===== src/rtl/router_fifo.sv =====
// Per-destination output buffer of the 1x3 router: 16-deep FIFO of marker-tagged bytes
// with read-side packet length tracking so data_out idles at zero between packets.
module router_fifo #(
  parameter int WIDTH = 8,
  parameter int DEPTH = 16,
  parameter int PTR_W = 4,
  parameter int LEN_W = 6
) (
  input  logic             clock,
  input  logic             resetn,
  input  logic             soft_reset,
  input  logic             write_enb,
  input  logic             lfd_state,
  input  logic [WIDTH-1:0] data_in,
  input  logic             read_enb,
  output logic [WIDTH-1:0] data_out,
  output logic             full,
  output logic             empty
);

  logic [WIDTH:0]   mem_r [DEPTH];
  logic [PTR_W:0]   wr_ptr_r;
  logic [PTR_W:0]   rd_ptr_r;
  logic [LEN_W:0]   pkt_cnt_r;
  logic [WIDTH-1:0] data_out_r;

  logic             empty_s;
  logic             full_s;
  logic             wr_fire_s;
  logic             rd_fire_s;
  logic [WIDTH:0]   rd_word_s;
  logic [LEN_W:0]   hdr_len_s;

  // Occupancy flags and accepted-transfer qualifiers from the pre-edge pointers
  always_comb begin
    empty_s   = (wr_ptr_r == rd_ptr_r);
    full_s    = (wr_ptr_r[PTR_W] != rd_ptr_r[PTR_W]) &&
                (wr_ptr_r[PTR_W-1:0] == rd_ptr_r[PTR_W-1:0]);
    wr_fire_s = write_enb && !full_s;
    rd_fire_s = read_enb && !empty_s;
    rd_word_s = mem_r[rd_ptr_r[PTR_W-1:0]];
    // Header length counts payload bytes; the +1 covers the trailing parity byte
    hdr_len_s = {1'b0, rd_word_s[WIDTH-1 -: LEN_W]} + (LEN_W+1)'(1);
  end

  // Write side: storage array and write pointer
  always_ff @(posedge clock) begin
    if (!resetn || soft_reset) begin
      for (int i = 0; i < DEPTH; i++) begin
        mem_r[i] <= '0;
      end
      wr_ptr_r <= '0;
    end else if (wr_fire_s) begin
      mem_r[wr_ptr_r[PTR_W-1:0]] <= {lfd_state, data_in};
      wr_ptr_r                   <= wr_ptr_r + (PTR_W+1)'(1);
    end
  end

  // Read side: read pointer, registered data and packet byte countdown
  always_ff @(posedge clock) begin
    if (!resetn || soft_reset) begin
      rd_ptr_r   <= '0;
      pkt_cnt_r  <= '0;
      data_out_r <= '0;
    end else if (rd_fire_s) begin
      rd_ptr_r   <= rd_ptr_r + (PTR_W+1)'(1);
      data_out_r <= rd_word_s[WIDTH-1:0];
      if (rd_word_s[WIDTH]) begin
        pkt_cnt_r <= hdr_len_s;
      end else if (pkt_cnt_r != '0) begin
        pkt_cnt_r <= pkt_cnt_r - (LEN_W+1)'(1);
      end
    end else if (pkt_cnt_r == '0) begin
      data_out_r <= '0;
    end
  end

  assign data_out = data_out_r;
  assign full     = full_s;
  assign empty    = empty_s;

endmodule


===== config.mk =====
export PLATFORM = sky130hd
export DESIGN_NAME = router_fifo
export DESIGN_NICKNAME = d
export VERILOG_FILES = /design/src/rtl/router_fifo.sv
export SDC_FILE = /design/constraint.sdc
export NUM_CORES = 1
export LEC_CHECK = 0
export ABC_CLOCK_PERIOD_IN_PS = 2400
export CAP_MARGIN = 15
export CORE_ASPECT_RATIO = 2
export CORE_MARGIN = 2
export CORE_UTILIZATION = 30
export CTS_CLUSTER_SIZE = 40
export DETAILED_ROUTE_END_ITERATION = 8
export PLACE_DENSITY = 0.56
export SLEW_MARGIN = 40
export SYNTH_ARGS = -nofsm -noshare
export SYNTH_HDL_FRONTEND = slang
export SYNTH_SLANG_ARGS = --single-unit

===== constraint.sdc =====
create_clock -name clock -period 2.4 [get_ports clock]
set_input_delay 0.48 -clock clock [delete_from_list [all_inputs] [get_ports clock]]
set_output_delay 0.48 -clock clock [all_outputs]
set_load 0.01 [all_outputs]

==> reports/metrics.yaml, run 1 <==
placement:
  dp_hpwl_um: 12600
  numPortBuffers: 23
  placed_cells: 977
  post-place-ws_ns: -0.150
  place.gp.congestion: 0.781
setup_path:
  critical_path_class: "flip-flop to flip-flop"
  r2r_end: "pkt_cnt_r[3]$_SDFFE_PP0P_"
  path_buf_inv: 1
  cp_cell_sequence: "buf_12, mux4_1, a22oi_2, nand2_1, nand3_2, xor2_1, a2111oi_2"
  rrSetupSlack_ns: 0.09
  critPathArrivalTime_ns: 2.64
  critical-path-top-delay-family: "compound AO/OA/AOI/OAI gates"
  worstPathRequired_ns: 2.72
  reg2regPathDepth: 7
  slowest_delay_ns: 0.58
  crit_cells: 7
  end_kind: "flip-flop"
  worstPathMaxFanout: 12
  crit_path_start_kind: "flip-flop"
  crit_path_end: "pkt_cnt_r[3]$_SDFFE_PP0P_"
  cp_slowest_cell: "mux4_1"
sta:
  rsz0062_at_grt: "yes"
  min_period_over_period_pct: 96.4
  setup_viol: 0
  skew_ns: 0.0111
  timing.fmax_mhz: 432
  fin_crit_ns: 2.31
  worstMarginPinSlew_ns: 0.776
  hold_viol: 0
  drv_slew: 0
  fin_ws_ns: 0.0867
  finalSetupTns_ns: 0
  maxSlewHeadroom_pct: 48.1
global_routing:
  antenna_found_initial: 1
  grt_remaining_overflow: 0
  grt_pass1_wl_um: 29300
  grt_usage_pct: 14.1
  grt_pass1_vias: 4933
  grt_max_degree: 37
synthesis:
  synth-simple-area-share_pct: 17.3
  synth_compound_area_share_pct: 4.56
  synth-seq-cells: 173
  synth_top_family_by_area: "simple AND/OR/NAND/NOR gates"
  synth_nets: 601
  yosys.area_share.xor_xnor_pct: 1.95
  synth.avg_cell_area_um2: 13.9
  syn_inst: 580
  ys_types: 42
  ys_warn_count: 0
  synth_fa_ha_area_share_pct: 1.08
  yosysTopAreaCellShare_pct: 53.4
  async_flop_share_pct: 0
  ys_seq_area_share_pct: 60.6
  yosysTopAreaCell: "edfxtp_1"
  synthMuxAreaShare_pct: 11.8
  synth_area_leaders: "edfxtp_1, and2_1, dfxtp_1, mux4_1, mux4_2"
  synth-edff-count: 144
  synth.cell_area_mm2: 0.00809
  ys.flop_type: "edfxtp_1"
clocking:
  clock-sinks: 173
  clock_latency_ns: 0.43
  cts_buffers: 17
  cts_buffer_depth: 2
  cts_tree: "yes"
  cts_root_buf: "clkbuf_16"
  clk_pin_slew_worst_paths_ns: 0.06
  cts_htree_levels: 4
  holdBufCountCts: 0
floorplan:
  num_rows: 85
  fp.coreArea_mm2: 0.0267
  die_h_um: 236
  floorplan.initialDensity_pct: 30.3
  design.die.area_mm2: 0.0284
  ios: 24
  die_w_um: 120
power:
  power.internal_mw: 4.97
  ir_drop_uv: 509
  p_clk_share_pct: 41.4
  leakage_nw: 3.65
  pwr-share-comb_pct: 6.1
  total_power_mw: 6.43
  seq_power_share_pct: 52.5
  sw_frac_of_total_pct: 22.7
  power_switching_mw: 1.46
  powerDensity_mw_per_mm2: 659
finish:
  fillers: 2560
  final_cells: 1015
  syn_to_final_growth_pct: 20.5
  nNetsFinal: 675
  drive_above_1_share_pct: 21.0
  antenna_cells: 0
  fin_util_pct: 36.5
drt:
  dr.pass1.iters: 4
  drc_errors: 0
  initialDrtViolationCount: 306
  ant_nets: 0
  vias_per_cell: 4.76
  drt-wirelength-per-cell_um: 18.8
  dr_total_vias: 4833
  wl_um: 19100
run_status:
  status: "finished clean"
worst_hold_path:
  min_path_type: "flip-flop to flip-flop"
run:
  maxCapViolCount: 0
[per-stage QoR]
step	area, µm²	hold slack (ns)
global route	9750	0.501
CTS	9680	0.469
floorplan	8090	0.466
detailed placement	9070	0.460
global placement	9070	0.459
finish	9750	0.467
[layout by cell type (no fill, tap or decap), types with 8 or more instances in the layout]
| cell type | synthesis | routed |
|---|---|---|
| o21ai_0 | 16 | 15 |
| mux4_2 | 20 | 22 |
| nand2_1 | 26 | 22 |
| clkdlybuf4s50_1 | 0 | 21 |
| and2_1 | 146 | 146 |
| a22oi_2 | 3 | 8 |
| a21oi_1 | 14 | 14 |
| nor2_1 | 31 | 31 |
| mux4_1 | 18 | 16 |
| nand3_1 | 15 | 15 |
| dfxtp_1 | 29 | 24 |
| nand2b_1 | 8 | 8 |
| clkbuf_16 | 0 | 17 |
| xor2_1 | 11 | 11 |
| buf_4 | 4 | 57 |
| edfxtp_1 | 144 | 144 |
| a22oi_1 | 13 | 8 |
[layout make-up]
| type | instances | area, µm² | area share [%] |
|---|---|---|---|
| flip-flops and latches | 173 | 4910 | 50.4 |
| multi-input cells | 370 | 3010 | 30.9 |
| repair buffers | 88 | 810 | 8.31 |
| well taps | 348 | 435 | 4.47 |
| clock buffers | 19 | 433 | 4.44 |
| clock inverters | 13 | 129 | 1.32 |
| inverters | 4 | 15.0 | 0.154 |
[what timing repair did]
action,CTS,global route
buffers inserted,1,5
gates resized for setup,10,13
pin swaps,1,8
endpoints found under the setup margin,9,9
[sequential cells by signal, summed over array words and instances (netlist names), named ones only]
| signal | cells |
|---|---|
| mem_r | 144 |
| data_out | 8 |
| pkt_cnt_r | 7 |
| rd_ptr_r | 5 |
| wr_ptr_r | 5 |
[logic make-up (layout without fill, tap and decap cells)]
| kind of cell | Yosys count | in the layout |
|---|---|---|
| AOI/OAI and AO/OA | 55 | 55 |
| xor gates and xnor gates | 18 | 18 |
| adders and majority gates | 7 | 7 |
| buffers and inverters | 37 | 124 |
| DFF | 173 | 173 |
| muxes | 41 | 41 |
| and+or+nand+nor | 249 | 249 |
[layer usage]
| layer | vias up | wire, µm | GRT usage, % |
|---|---|---|---|
| li1 | 2287 | - | - |
| met1 | 2431 | 7700 | 16.7 |
| met2 | 84 | 10300 | 25.1 |
| met3 | 31 | 633 | 2.42 |
| met4 | 0 | 449 | 5.06 |
| met5 | - | 0 | 0 |
[tightest hold or removal path: stages (launching register included)]
cell and delay, ns:
dfxtp_1 0.31, nand3_1 0.06, a21oi_1 0.05
[power by group through the flow]
stage	Sequential, mW	Clock, mW	Combinational [mW]
2_1_floorplan	3.43	0	0.206
3_5_place_dp	3.44	0	0.384
4_1_cts	3.38	2.71	0.392
3_3_place_gp	3.44	0	0.381
5_1_grt	3.38	2.83	0.423
6_report	3.37	2.66	0.391
[worst min path at each step]
stage / to / slack (ns) / cells after the start / start
2_1_floorplan: pkt_cnt_r[1]$_SDFFE_PP0P_ / 0.47 / 2 / pkt_cnt_r[1]$_SDFFE_PP0P_
3_3_place_gp: data_out[2]$_SDFFE_PP0P_ / 0.46 / 2 / data_out[2]$_SDFFE_PP0P_
3_5_place_dp: data_out[2]$_SDFFE_PP0P_ / 0.46 / 2 / data_out[2]$_SDFFE_PP0P_
4_1_cts: data_out[2]$_SDFFE_PP0P_ / 0.47 / 2 / data_out[2]$_SDFFE_PP0P_
5_1_grt: data_out[7]$_SDFFE_PP0P_ / 0.50 / 2 / data_out[7]$_SDFFE_PP0P_
6_report: data_out[2]$_SDFFE_PP0P_ / 0.47 / 2 / data_out[2]$_SDFFE_PP0P_
[synth_stat cells, drive strengths merged, types with 2 or more instances]
master and instances:
a21oi 14, a22oi 16, buf 15, dfxtp 29, nand4 7, nor4 2
nand3 16, nand2b 8, o21ai 16, clkbuf 18, nand2 27, xor2 11
mux2i 3, and2 146, edfxtp 144, inv 4, o22ai 2, nor2 31
ha 7, o21a 2, mux4 38, xnor2 7, nor3 7, nor2b 2
Note: power is estimated with default switching activity, not from simulation.
==> run 2, diff against run 1 <==
SLEW_MARGIN = 10   (was 40)
==> results of run 2 <==
No change in the layout: final DEF, timing and power equal those of run 1.
==> patch, RTL diff (flow settings as in run 1) <==
Set the parameter `PTR_W` to 5 (it was 4).
--- a/src/rtl/router_fifo.sv
+++ b/src/rtl/router_fifo.sv
@@ -5,3 +5,3 @@
   parameter int DEPTH = 16,
-  parameter int PTR_W = 4,
+  parameter int PTR_W = 5,
   parameter int LEN_W = 6
Formal check against the unedited RTL: no difference found for any inputs over 4 cycles, from zero or initial values; that may be too few to reach the edited logic, so the function may still have changed.
==> patch against run 1 <==
- clock skew shrank 2.3 ps
- via count grew 1.6%
- clock power up 5%
- cell area is 2.1% higher
- sequential share of layout area down 0.62 points
- wire length up 11%
- area after synthesis rose by 0.73%
- sequential cell count up 2
- total power increased by 3.1%
- non-clock buffer count rose by 11
- worst setup slack got worse by 43 ps
- sequential power is 1% higher
- first-iteration DRC count rose by 4.9%
==> patch: results (changes against run 1) <==
| Metric | Value |
|---|---|
| Status | finished, final reports clean |
| Slew HR | 51.8% (+3.7 points) |
| Synth cell count leaders | and2_1, edfxtp_1, nor2_1 |
| Reg2reg path depth | 9 (+2) |
| Synth area leaders | edfxtp_1, and2_1, mux4_2 |
| Vias in the first global route | 5312 (+7.7%) |
| VDD IR-drop max | 530 uV (+4.0%) |
| Critical Path Slowest Stage Cell | mux4_2 |
| Final net count | 697 (+3.3%) |
| WHS | 466 ps (-0.556 ps) |
| Largest net degree at the start of global routing | 28 (-24%) |
| Final Skew | 8.81 ps (-2.29 ps) |
| FF-to-FF setup slack | 40 ps (-40 ps) |
| Vias | 4912 (+1.6%) |
| Leak | 3.72 nW (+1.9%) |
| Hold/Removal Path Class | reg -> reg |
| Hold path start | data_out[0] |
| Number of port buffers | 23 (unchanged) |
| Register area share after synthesis | 60.7% (about the same) |
| Seq cells post-synth | 175 (+1.2%) |
| Data arrival, critical path | 2670 ps (+30 ps) |
| Yosys Warn Count | 0 (unchanged) |
| Wire per inst | 20.4 um (+8.4%) |
| Worst Hold Depth | 2 (unchanged) |
| Synth unique cells | 43 (+2.4%) |
| Adder-Cell Fraction of Synth Area | 1.07% (-0.0078 points) |
| CP startpoint kind | flop |
| Layout cells sized above 1 | 23.8% (+2.8 points) |
| GPL Wtd Cong | 0.844 (+8.0%) |
| Synth Area in Compound Gates | 5.10% (+0.54 points) |
| Initial antenna violation count | 0 (-1) |
| DP HPWL | 15.7 mm (+24%) |
| Multiplexer area fraction after synthesis | 11.2% (-0.59 points) |
| Synth Area in XOR/XNOR | 2.04% (+0.093 points) |
| GRT Total Usage | 15.7% (+1.7 points) |
| Iter 0 DRT Violations | 321 (+4.9%) |
| Place WS | -163 ps (-13.1 ps) |
| Root buffer cell | clkbuf_16 |
| Syn nets | 612 (+1.8%) |
| Crit-path max cell delay | 560 ps (-20 ps) |
| H-Tree Depth | 4 (unchanged) |
| RR Endpoint | pkt_cnt_r[5] |
| Critical Path Fanout Max | 11 (-1) |
| First-pass GRT wire length | 32.1 mm (+9.4%) |
| Hold endpoint | data_out[0] |
| Worst-path clk slew | 70 ps |
-- patch: changes by cell type in the layout (fill, tap and decap cells not counted), moves of 6 or more --
| cell | delta |
|---|---|
| buf_4 | +11 |
| nor2_1 | +11 |
| mux4_2 | +9 |
| mux4_1 | -8 |
| a21oi_1 | -6 |
| a221oi_2 | +6 |
-- patch: worst max-delay path, delay by kind of cell (launching register included) --
family          cells  cell delay [ps]
compound gates      4              780
buf+inv             3              460
flops               1              380
mux                 1              560
simple gates        1               50
-- patch: area by class of cell --
class                      count  area [um^2]
tap                          348          435
clock inverter                14          154
multi-input combinational    378         3070
fill                        2612        16800
sequential                   175         4960
timing repair buffer          99          890
inverter                       5         18.8
clock buffer                  18          429
-- patch: power breakdown --
group	internal, mW	switching, mW	leakage, nW	total [mW]
clock network	1.55	1.24	0.285	2.80
registers	3.38	0.0337	1.86	3.41
logic	0.174	0.242	1.57	0.416
-- patch: kinds of logic after synthesis --
logic type      Yosys count
simple gates            255
flops                   175
compound gates           58
mux                      39
buf+inv                  38
xor+xnor                 19
fa+ha+maj                 7
-- patch: routing by layer --
metal  GRT usage [%]  part of all wire [%]  vias up
met1            14.1                    33     2463
li1                -                     -     2342
met4            8.17                   5.0        0
met3            2.89                   1.9       34
met5               0                     0        -
met2            31.7                    60       73
-- patch: stage by stage --
step                      utilization, %  setup TNS (ps)  cells  cell area (um^2)
final                               37.1               0   1037              9960
after global routing                37.1           -70.8   1037              9960
after CTS                           36.9               0   1030              9880
after detailed placement            34.5           -3210    996              9250
after global placement              34.5           -4290    996              9250
after floorplan                        -               0    591              8150
-- patch: what timing repair did --
action,4_1_cts,5_1_grt
setup buffers,2,7
endpoints found under the setup margin,9,6
resized for setup,17,7
pin swaps,3,0
-- patch: worst max-delay path by stage --
stage	end	slack (ps)
2_1_floorplan	pkt_cnt_r[4]	0.7
3_3_place_gp	mem_r[8][4]	-140
3_5_place_dp	pkt_cnt_r[0]	-160
4_1_cts	pkt_cnt_r[1]	3
5_1_grt	pkt_cnt_r[4]	-30
6_report	pkt_cnt_r[5]	40
